==> src/rtl/washing_machine_plant_emulator.sv <==
// Washing machine plant model: water, heat, drum, vibration and door physics updated once per prescaled tick.
// Optional FAULT_INJECT_EN macro adds stuck-valve, blocked-drain and sensor-freeze fault inputs.
module washing_machine_plant_emulator #(
  parameter logic [15:0] TICK_DIV     = 16'd5,
  parameter logic [9:0]  LEVEL_MAX    = 10'd1000,
  parameter logic [9:0]  FILL_RATE    = 10'd8,
  parameter logic [9:0]  DRAIN_RATE   = 10'd12,
  parameter logic [6:0]  AMBIENT_TEMP = 7'd20,
  parameter logic [6:0]  TEMP_MAX     = 7'd100,
  parameter logic [9:0]  MIN_HEAT_LVL = 10'd100,
  parameter logic [7:0]  HEAT_TICKS   = 8'd4,
  parameter logic [7:0]  COOL_TICKS   = 8'd16,
  parameter logic [9:0]  SPD_STEP     = 10'd10,
  parameter logic [9:0]  VIB_SPD_TH   = 10'd400,
  parameter logic [7:0]  VIB_HOLD     = 8'd8,
  parameter logic [7:0]  LOCK_DELAY   = 8'd3
) (
  input  logic       clk,
  input  logic       reset,
  input  logic       water_valve,
  input  logic       drain_pump,
  input  logic       heater,
  input  logic [3:0] drum_motor,
  input  logic       door_lock,
  input  logic [7:0] load_weight,
  input  logic       imbalance,
`ifdef FAULT_INJECT_EN
  input  logic       fault_valve_stuck,
  input  logic       fault_drain_blocked,
  input  logic       fault_sensor_freeze,
`endif
  output logic       tick,
  output logic [9:0] water_level_sensor,
  output logic [6:0] temperature_adc_sensor,
  output logic [9:0] motor_speed_sensor,
  output logic       vibration_sensor,
  output logic       door_locked,
  output logic       clothes_loaded,
  output logic       dry_heat_fault
);

  logic [15:0] presc_r;
  logic [9:0]  level_r, speed_r;
  logic [6:0]  temp_r;
  logic [7:0]  heat_cnt_r, cool_cnt_r, vib_cnt_r, lock_cnt_r;

  logic               valve_s, pump_s, freeze_s, heating_s, cause_s, tick_now_s;
  logic signed [11:0] level_sum_s;
  logic [9:0]         level_next_s, target_s, speed_next_s;
  logic [6:0]         temp_next_s;
  logic [7:0]         heat_cnt_next_s, cool_cnt_next_s, vib_cnt_next_s, lock_cnt_next_s;
  logic               vib_next_s, locked_next_s;

`ifdef FAULT_INJECT_EN
  assign valve_s  = water_valve & ~fault_valve_stuck;
  assign pump_s   = drain_pump & ~fault_drain_blocked;
  assign freeze_s = fault_sensor_freeze;
`else
  assign valve_s  = water_valve;
  assign pump_s   = drain_pump;
  assign freeze_s = 1'b0;
`endif

  assign tick_now_s = (presc_r == (TICK_DIV - 16'd1));
  assign target_s   = {6'd0, drum_motor} * 10'd50;

  // Next-state physics, evaluated from the current plant state and commands.
  always_comb begin
    level_sum_s = signed'({2'b00, level_r});
    if (valve_s) level_sum_s = level_sum_s + signed'({2'b00, FILL_RATE});
    else         level_sum_s = level_sum_s;
    if (pump_s)  level_sum_s = level_sum_s - signed'({2'b00, DRAIN_RATE});
    else         level_sum_s = level_sum_s;
    if (level_sum_s < 12'sd0)                                level_next_s = 10'd0;
    else if (level_sum_s > signed'({2'b00, LEVEL_MAX}))      level_next_s = LEVEL_MAX;
    else                                                     level_next_s = level_sum_s[9:0];

    heating_s       = heater && (level_r >= MIN_HEAT_LVL);
    temp_next_s     = temp_r;
    heat_cnt_next_s = 8'd0;
    cool_cnt_next_s = 8'd0;
    if (heating_s) begin
      if (heat_cnt_r + 8'd1 >= HEAT_TICKS) begin
        if (temp_r < TEMP_MAX) temp_next_s = temp_r + 7'd1;
        else                   temp_next_s = TEMP_MAX;
      end else begin
        heat_cnt_next_s = heat_cnt_r + 8'd1;
      end
    end else begin
      if (cool_cnt_r + 8'd1 >= COOL_TICKS) begin
        if (temp_r > AMBIENT_TEMP) temp_next_s = temp_r - 7'd1;
        else                       temp_next_s = AMBIENT_TEMP;
      end else begin
        cool_cnt_next_s = cool_cnt_r + 8'd1;
      end
    end

    // Speed ramps toward the target by at most one step per tick.
    if (target_s > speed_r) begin
      if (target_s - speed_r <= SPD_STEP) speed_next_s = target_s;
      else                                speed_next_s = speed_r + SPD_STEP;
    end else begin
      if (speed_r - target_s <= SPD_STEP) speed_next_s = target_s;
      else                                speed_next_s = speed_r - SPD_STEP;
    end

    cause_s = imbalance && (speed_r >= VIB_SPD_TH);
    if (cause_s) begin
      vib_cnt_next_s = VIB_HOLD;
      vib_next_s     = 1'b1;
    end else if (vib_cnt_r != 8'd0) begin
      vib_cnt_next_s = vib_cnt_r - 8'd1;
      vib_next_s     = (vib_cnt_r != 8'd1);
    end else begin
      vib_cnt_next_s = 8'd0;
      vib_next_s     = 1'b0;
    end

    if (door_lock) begin
      if (lock_cnt_r < LOCK_DELAY) lock_cnt_next_s = lock_cnt_r + 8'd1;
      else                         lock_cnt_next_s = lock_cnt_r;
    end else begin
      lock_cnt_next_s = 8'd0;
    end
    locked_next_s = door_lock && (lock_cnt_next_s >= LOCK_DELAY);
  end

  // Prescaler, plant state and registered sensor outputs.
  always_ff @(posedge clk) begin
    if (!reset) begin
      presc_r                <= 16'd0;
      tick                   <= 1'b0;
      level_r                <= 10'd0;
      temp_r                 <= AMBIENT_TEMP;
      speed_r                <= 10'd0;
      heat_cnt_r             <= 8'd0;
      cool_cnt_r             <= 8'd0;
      vib_cnt_r              <= 8'd0;
      lock_cnt_r             <= 8'd0;
      water_level_sensor     <= 10'd0;
      temperature_adc_sensor <= AMBIENT_TEMP;
      motor_speed_sensor     <= 10'd0;
      vibration_sensor       <= 1'b0;
      door_locked            <= 1'b0;
      clothes_loaded         <= 1'b0;
      dry_heat_fault         <= 1'b0;
    end else begin
      clothes_loaded <= (load_weight != 8'd0);
      if (tick_now_s) begin
        presc_r          <= 16'd0;
        tick             <= 1'b1;
        level_r          <= level_next_s;
        temp_r           <= temp_next_s;
        speed_r          <= speed_next_s;
        heat_cnt_r       <= heat_cnt_next_s;
        cool_cnt_r       <= cool_cnt_next_s;
        vib_cnt_r        <= vib_cnt_next_s;
        lock_cnt_r       <= lock_cnt_next_s;
        vibration_sensor <= vib_next_s;
        door_locked      <= locked_next_s;
        dry_heat_fault   <= dry_heat_fault | (heater && (level_r < MIN_HEAT_LVL));
        // Frozen sensors keep their last value; internal state still evolves.
        if (!freeze_s) begin
          water_level_sensor     <= level_next_s;
          temperature_adc_sensor <= temp_next_s;
          motor_speed_sensor     <= speed_next_s;
        end else begin
          water_level_sensor     <= water_level_sensor;
          temperature_adc_sensor <= temperature_adc_sensor;
          motor_speed_sensor     <= motor_speed_sensor;
        end
      end else begin
        presc_r <= presc_r + 16'd1;
        tick    <= 1'b0;
      end
    end
  end

endmodule

==> config.mk <==
export PLATFORM = sky130hd
export DESIGN_NAME = washing_machine_plant_emulator
export DESIGN_NICKNAME = d
export VERILOG_FILES = /design/src/rtl/washing_machine_plant_emulator.sv
export SDC_FILE = /design/constraint.sdc
export NUM_CORES = 1
export LEC_CHECK = 0
export CORE_UTILIZATION = 50
export DETAILED_ROUTE_END_ITERATION = 10
export HOLD_SLACK_MARGIN = 0.1
export PLACE_DENSITY = 0.74
export SLEW_MARGIN = 20
export SYNTH_ARGS = -nofsm -noshare
export SYNTH_HDL_FRONTEND = slang
export SYNTH_SLANG_ARGS = --single-unit
export TNS_END_PERCENT = 100
==> constraint.sdc <==
create_clock -name clk -period 4.5 [get_ports clk]
set_input_delay 1.125 -clock clk [delete_from_list [all_inputs] [get_ports clk]]
set_output_delay 1.125 -clock clk [all_outputs]
set_load 0.005 [all_outputs]
-- Word level (Yosys, flattened, before mapping)
Cells that the tools add are included.
- word-level logic and storage cells: 78
- input port bits: 19
- register bits: 80
- output and inout port bits: 32
- bitwise logic cells: 2
- multiply operators: 1
- mux-type cells: 23
- reduce and logical (&&, ||, !) cells: 9
- eq/ne operators: 3
- $add $sub $neg: 13
- $lt $le $gt $ge: 14
- operators by type and width (cell ; number):
    8-bit 2-to-1 mux ; 8
    10-bit 2-to-1 mux ; 5
    7-bit 2-to-1 mux ; 5
    8-bit by 1-bit adder with 8-bit output, second input constant ; 3
    10-bit by 4-bit less-or-equal comparator with 1-bit output, second input constant ; 2
    10-bit subtractor ; 2
    16-bit by 1-bit adder with 16-bit output, second input constant ; 1
    16-bit by 3-bit equality test with 1-bit output, second input constant ; 1
    8-bit nonzero test ; 2
    12-bit by 11-bit greater-than comparator with 1-bit output, second input constant ; 1
    12-bit by 1-bit less-than comparator with 1-bit output, second input constant ; 1
    12-bit 2-to-1 mux ; 1
    12-bit by 5-bit subtractor with 12-bit output, second input constant ; 1
    10-bit by 4-bit adder with 11-bit output, second input constant ; 1
    11-bit 2-to-1 mux ; 1
    10-bit by 4-bit adder with 10-bit output, second input constant ; 1
    10-bit by 7-bit >= comparator with 1-bit output, second input constant ; 1
    10-bit by 9-bit >= comparator with 1-bit output, second input constant ; 1
    10-bit greater-than comparator ; 1
    10-bit by 7-bit less-than comparator with 1-bit output, second input constant ; 1
    10-bit by 4-bit subtractor with 10-bit output, second input constant ; 1
    4-bit by 5-bit multiplier with 9-bit output, second input constant ; 1
    8-bit by 2-bit >= comparator with 1-bit output, second input constant ; 1
    8-bit by 3-bit >= comparator with 1-bit output, second input constant ; 1
    other kinds (16) ; 21

-- Logic depth before layout (Yosys ltp)
- depth in word-level cells: 7
- depth in mapped cells: 17
- gate-level depth less buffers: 17

-- Worst setup path after synthesis
No wires, ideal clock.
- kind: input to register
- from: input drum_motor[0]
- to: register speed_r[3]
- setup slack: -75 ps
- setup time: 136 ps
- data required time: 4364 ps
- path buffers: 2
- stages: 16
- data arrival time: 4438 ps
- path through: ha_1 > ha_1 > fa_1 > xnor2_1 > inv_1 > ha_1 > buf_4 > inv_1 > a222oi_1 > o211ai_1 > or3_4 > o31ai_4 > buf_6 > nor2_2 > a2111oi_4 > a2111oi_2
- longest elaborated chain between the ends: 5
- elaborated cells on any way between the ends: 9
- those cells by class: add/sub (2); mul (1); order compare (3); mux (3)
- ends and longest elaborated chain (item ; RTL line ; RTL):
    start: declaration ; 23 ; input logic [3:0] drum_motor,
    4-bit by 5-bit multiplier with 9-bit output * ; 65 ; assign target_s = {6'd0, drum_motor} * 10'd50;
    10-bit subtractor (on tied branches) ; 103, 100 ;
    10-bit by 4-bit less-or-equal comparator with 1-bit output (on tied branches) ; 103, 100 ;
    10-bit 2-to-1 mux (on tied branches) ; 103, 100 ;
    10-bit 2-to-1 mux * ; 99 ; if (target_s > speed_r) begin
    end signal: assignment ; 154 ; speed_r <= speed_next_s;
    end: declaration ; 43 ; logic [9:0] level_r, speed_r;
Every way passes the cells marked *; elsewhere a longest branch is shown, timed or not.
A chain may end at the register's enable or synchronous reset.

-- Worst setup path in the final report
- from: input drum_motor[1]
- to: register speed_r[8]
Same word-level chain as after synthesis.

==> summary.txt <==
Cells and area
  – Most frequent cells in the layout: dfxtp_1 (77), nor2_1 (65), nand2_1 (58)
  – Layout cells sized above 1: 17.1%
  – Ant. Diodes: 0
  – Non-Filler Instances: slightly above 900
  – Area delta synth->final: 25.8%
  – Nets@finish: 836
  – Commonest non-fill, non-tap cell in the layout: dfxtp_1

Setup path
  – Reg-to-Reg End: speed_r[2]
  – Register-to-Register Path Depth: 13
  – Crit path from: drum_motor[1]
  – Worst EP arrival: 4.63 ns
  – Setup Crit Path Kind: primary input to flop
  – Critical Path End: speed_r[8]
  – Setup crit start kind: primary input
  – Register-to-register setup slack: approximately 1.1 ns
  – FF-to-FF Start: speed_r[1]
  – CP Data Required Time: about 4.8 ns
  – Critical path endpoint category: flop
  – Maximum fanout along the worst path: 8

Logic synthesis
  – Compound-Gate Fraction of Synth Area: between 20% and 30%
  – Synth Register Bits: a little under 80
  – Synthesis Warnings: 0
  – XOR/XNOR share of the synthesized area: 6.08%
  – Asr flop ratio synth: 0%
  – Sequential cell area fraction in the yosys report: between 20% and 30%
  – Mux contribution to synthesized area: around 2.3%
  – Most used flip-flop cell after synthesis: dfxtp_1
  – Syn Inst Count: roughly 680
  – Synthesized area: between 5000 and 6000 µm²
  – Synth cell types: 76
  – Post-Synth Adder-Cell Area: about a tenth
  – Yosys top cell area share: between 20% and 30%
  – Top cells by area, synth: dfxtp_1 (28%), ha_1 (9.9%), o21ai_0 (5.0%)
  – Main combinational cell family by area after synthesis: compound AO/OA/AOI/OAI gates
  – Synth area leader: dfxtp_1
  – Post-synthesis simple-gate area fraction: between 20 and 25%
  – Number of synthesized flops with an enable pin: 0
  – Post-synthesis average cell area: between 7 and 8 µm²

Run
  – Max-Cap Viols: 0

Pwr
  – Pwr dens: 282 nW/µm²
  – Final Total Pwr: 1930 µW
  – Peak supply drop: 0.193 mV
  – Leakage power: 0.00271 µW

Timing
  – Slew headroom: 43.7%
  – Period utilization: between 90% and 100%
  – Setup Viol. Count Final: 0
  – Crit path time final: roughly 4.4 ns
  – Final hold slack: between 0.4 and 0.5 ns
  – Final slew viol count: 0
  – Setup TNS: 0 ns
  – Fmax: 228 MHz
  – Hold Violations, Final: 0
  – Worst-margin pin slew: 0.843 ns
  – Worst Skew: 0.0109 ns

Global route
  – Pin count of the biggest net entering global routing: 25
  – GRT Total Usage: a little over a quarter
  – Vias in the first global route: about 5200
  – GR Overflow Total: 0
  – First-pass GRT wire length: about 24000 µm
  – Initial antenna violation count: 0

Floorplan
  – Chip width: between 100 and 150 µm
  – I/O pin cnt: 51
  – Die Y-Extent: approximately 110 µm
  – Initial Utilization: between 50% and 60%
  – Die area: 11300 µm²
  – Core area: roughly 10000 µm²
  – Row count: 37

CTS
  – Cts hold-fix bufs: 0
  – Total CTS buffers: 9
  – CTS clk-pin slew, worst paths: about 0.080 ns
  – Num Clock Sinks: 77
  – Worst-Skew Late Latency: ~0.35 ns
  – CTS Root Cell: clkbuf_8
  – Clock Tree Buf Depth: 2
  – TritonCTS clock tree: yes
  – H-tree levels: 3

Outcome
  – Status: completed

Drt
  – Pre-antenna DRT Iters: 5
  – DRT antenna net count: 0
  – Drt drc: 0
  – Avg Vias per Cell: 5.92
  – Via count: around 5400
  – Routed len/inst: 15.9 µm
  – DRT iter0 DRCs: roughly 400
  – Routed Wire Length: ~14000 µm

Placement
  – Post-DP HPWL: 10400 µm
  – IO buf count: 47
  – Placed cells: between 800 and 900
  – Routability Congestion: between 0.9 and 1

Min path
  – Worst hold path class: flop to flop
==> worst max-delay path: stages <==
cell     delay [ns]
buf_4          0.14
ha_4           0.24
ha_4           0.16
fa_2           0.44
buf_4          0.17
a31oi_4        0.14
xor2_2         0.17
inv_1          0.10
ha_4           0.29
buf_4          0.11
nand3_1        0.05
o32a_1         0.40
o31ai_4        0.11
mux2_4         0.41
buf_6          0.15
a221o_1        0.33
o21ai_1        0.08
==> where the power goes <==
| group | switching (µW) | internal, µW | total [µW] |
|---|---|---|---|
| Combinational | 328 | 308 | 635 |
| Sequential | 16.9 | 690 | 707 |
| Clock | 265 | 326 | 591 |
| Total | 610 | 1320 | 1930 |
==> routing by layer <==
layer  routed length [µm]  track usage (%)  share of wire (%)  vias to the layer above
li1                     -                -                  -                     2642
met1                 6480             33.4                 45                     2536
met2                 6980             44.9                 48                      198
met3                  773             4.72                5.3                       26
met4                  262             7.34                1.8                        0
met5                    0                0                  0                        -
==> metrics by stage <==
step | worst slack (ns) | instance area (µm²) | utilization, %
finish | 0.121 | 6870 | 65.6
global route | -0.000968 | 6870 | 65.6
CTS | -0.00759 | 6800 | 65.0
detailed placement | -0.753 | 6310 | 60.3
global placement | -0.693 | 6310 | 60.3
floorplan | 0.00501 | 5480 | -
==> worst min path at each step <==
stage	from	end	cells after the start
floorplan	lock_cnt_r[3]	lock_cnt_r[3]	2
global placement	lock_cnt_r[3]	lock_cnt_r[3]	2
detailed placement	lock_cnt_r[6]	lock_cnt_r[6]	2
CTS	lock_cnt_r[5]	lock_cnt_r[5]	2
global route	lock_cnt_r[6]	lock_cnt_r[6]	2
finish	lock_cnt_r[5]	lock_cnt_r[5]	2
==> layout make-up <==
type	count	area [µm²]
Clock inverter	6	86.3
Multi-Input combinational cell	531	3830
Timing Repair Buffer	101	905
Inverter	52	195
Sequential cell	77	1540
Tap cell	136	170
Fill cell	882	3600
Clock buffer	10	138
==> cell usage after synthesis, drive strengths merged, types with 7 or more instances <==
master   n
xor2    12
a211oi  12
or3      9
ha      43
nor4     7
o31ai    8
o21ai   65
clkbuf  13
nor2    67
a21oi   38
dfxtp   77
nor3    15
inv     52
and3    27
nand3   25
buf     12
nand4   10
xnor2   25
nand2   59
==> flip-flops by register name, summed over array words and instances (netlist names) <==
register	count
temp_r	7
presc_r	16
tick	1
level_r	8
clothes_loaded	1
cool_cnt_r	8
speed_r	9
dry_heat_fault	1
vibration_sensor	1
lock_cnt_r	8
heat_cnt_r	8
vib_cnt_r	8
door_locked	1
==> what timing repair did <==
action | in CTS | in global routing
pin swaps | 25 | 15
endpoints found under the setup margin | 9 | 9
buffers inserted | 9 | 1
resized for setup | 35 | 22
==> cell families (layout without fill, tap and decap cells) <==
kind of cell	Yosys count	in the layout
AND/OR/NAND/NOR	247	247
other	1	3
buffers and inverters	77	169
multiplexers	11	11
XOR/XNOR	37	37
flip-flops	77	77
adder cells (fa/ha/maj)	45	45
AO/OA/AOI/OAI	188	188
(Power assumes the default switching activity.)
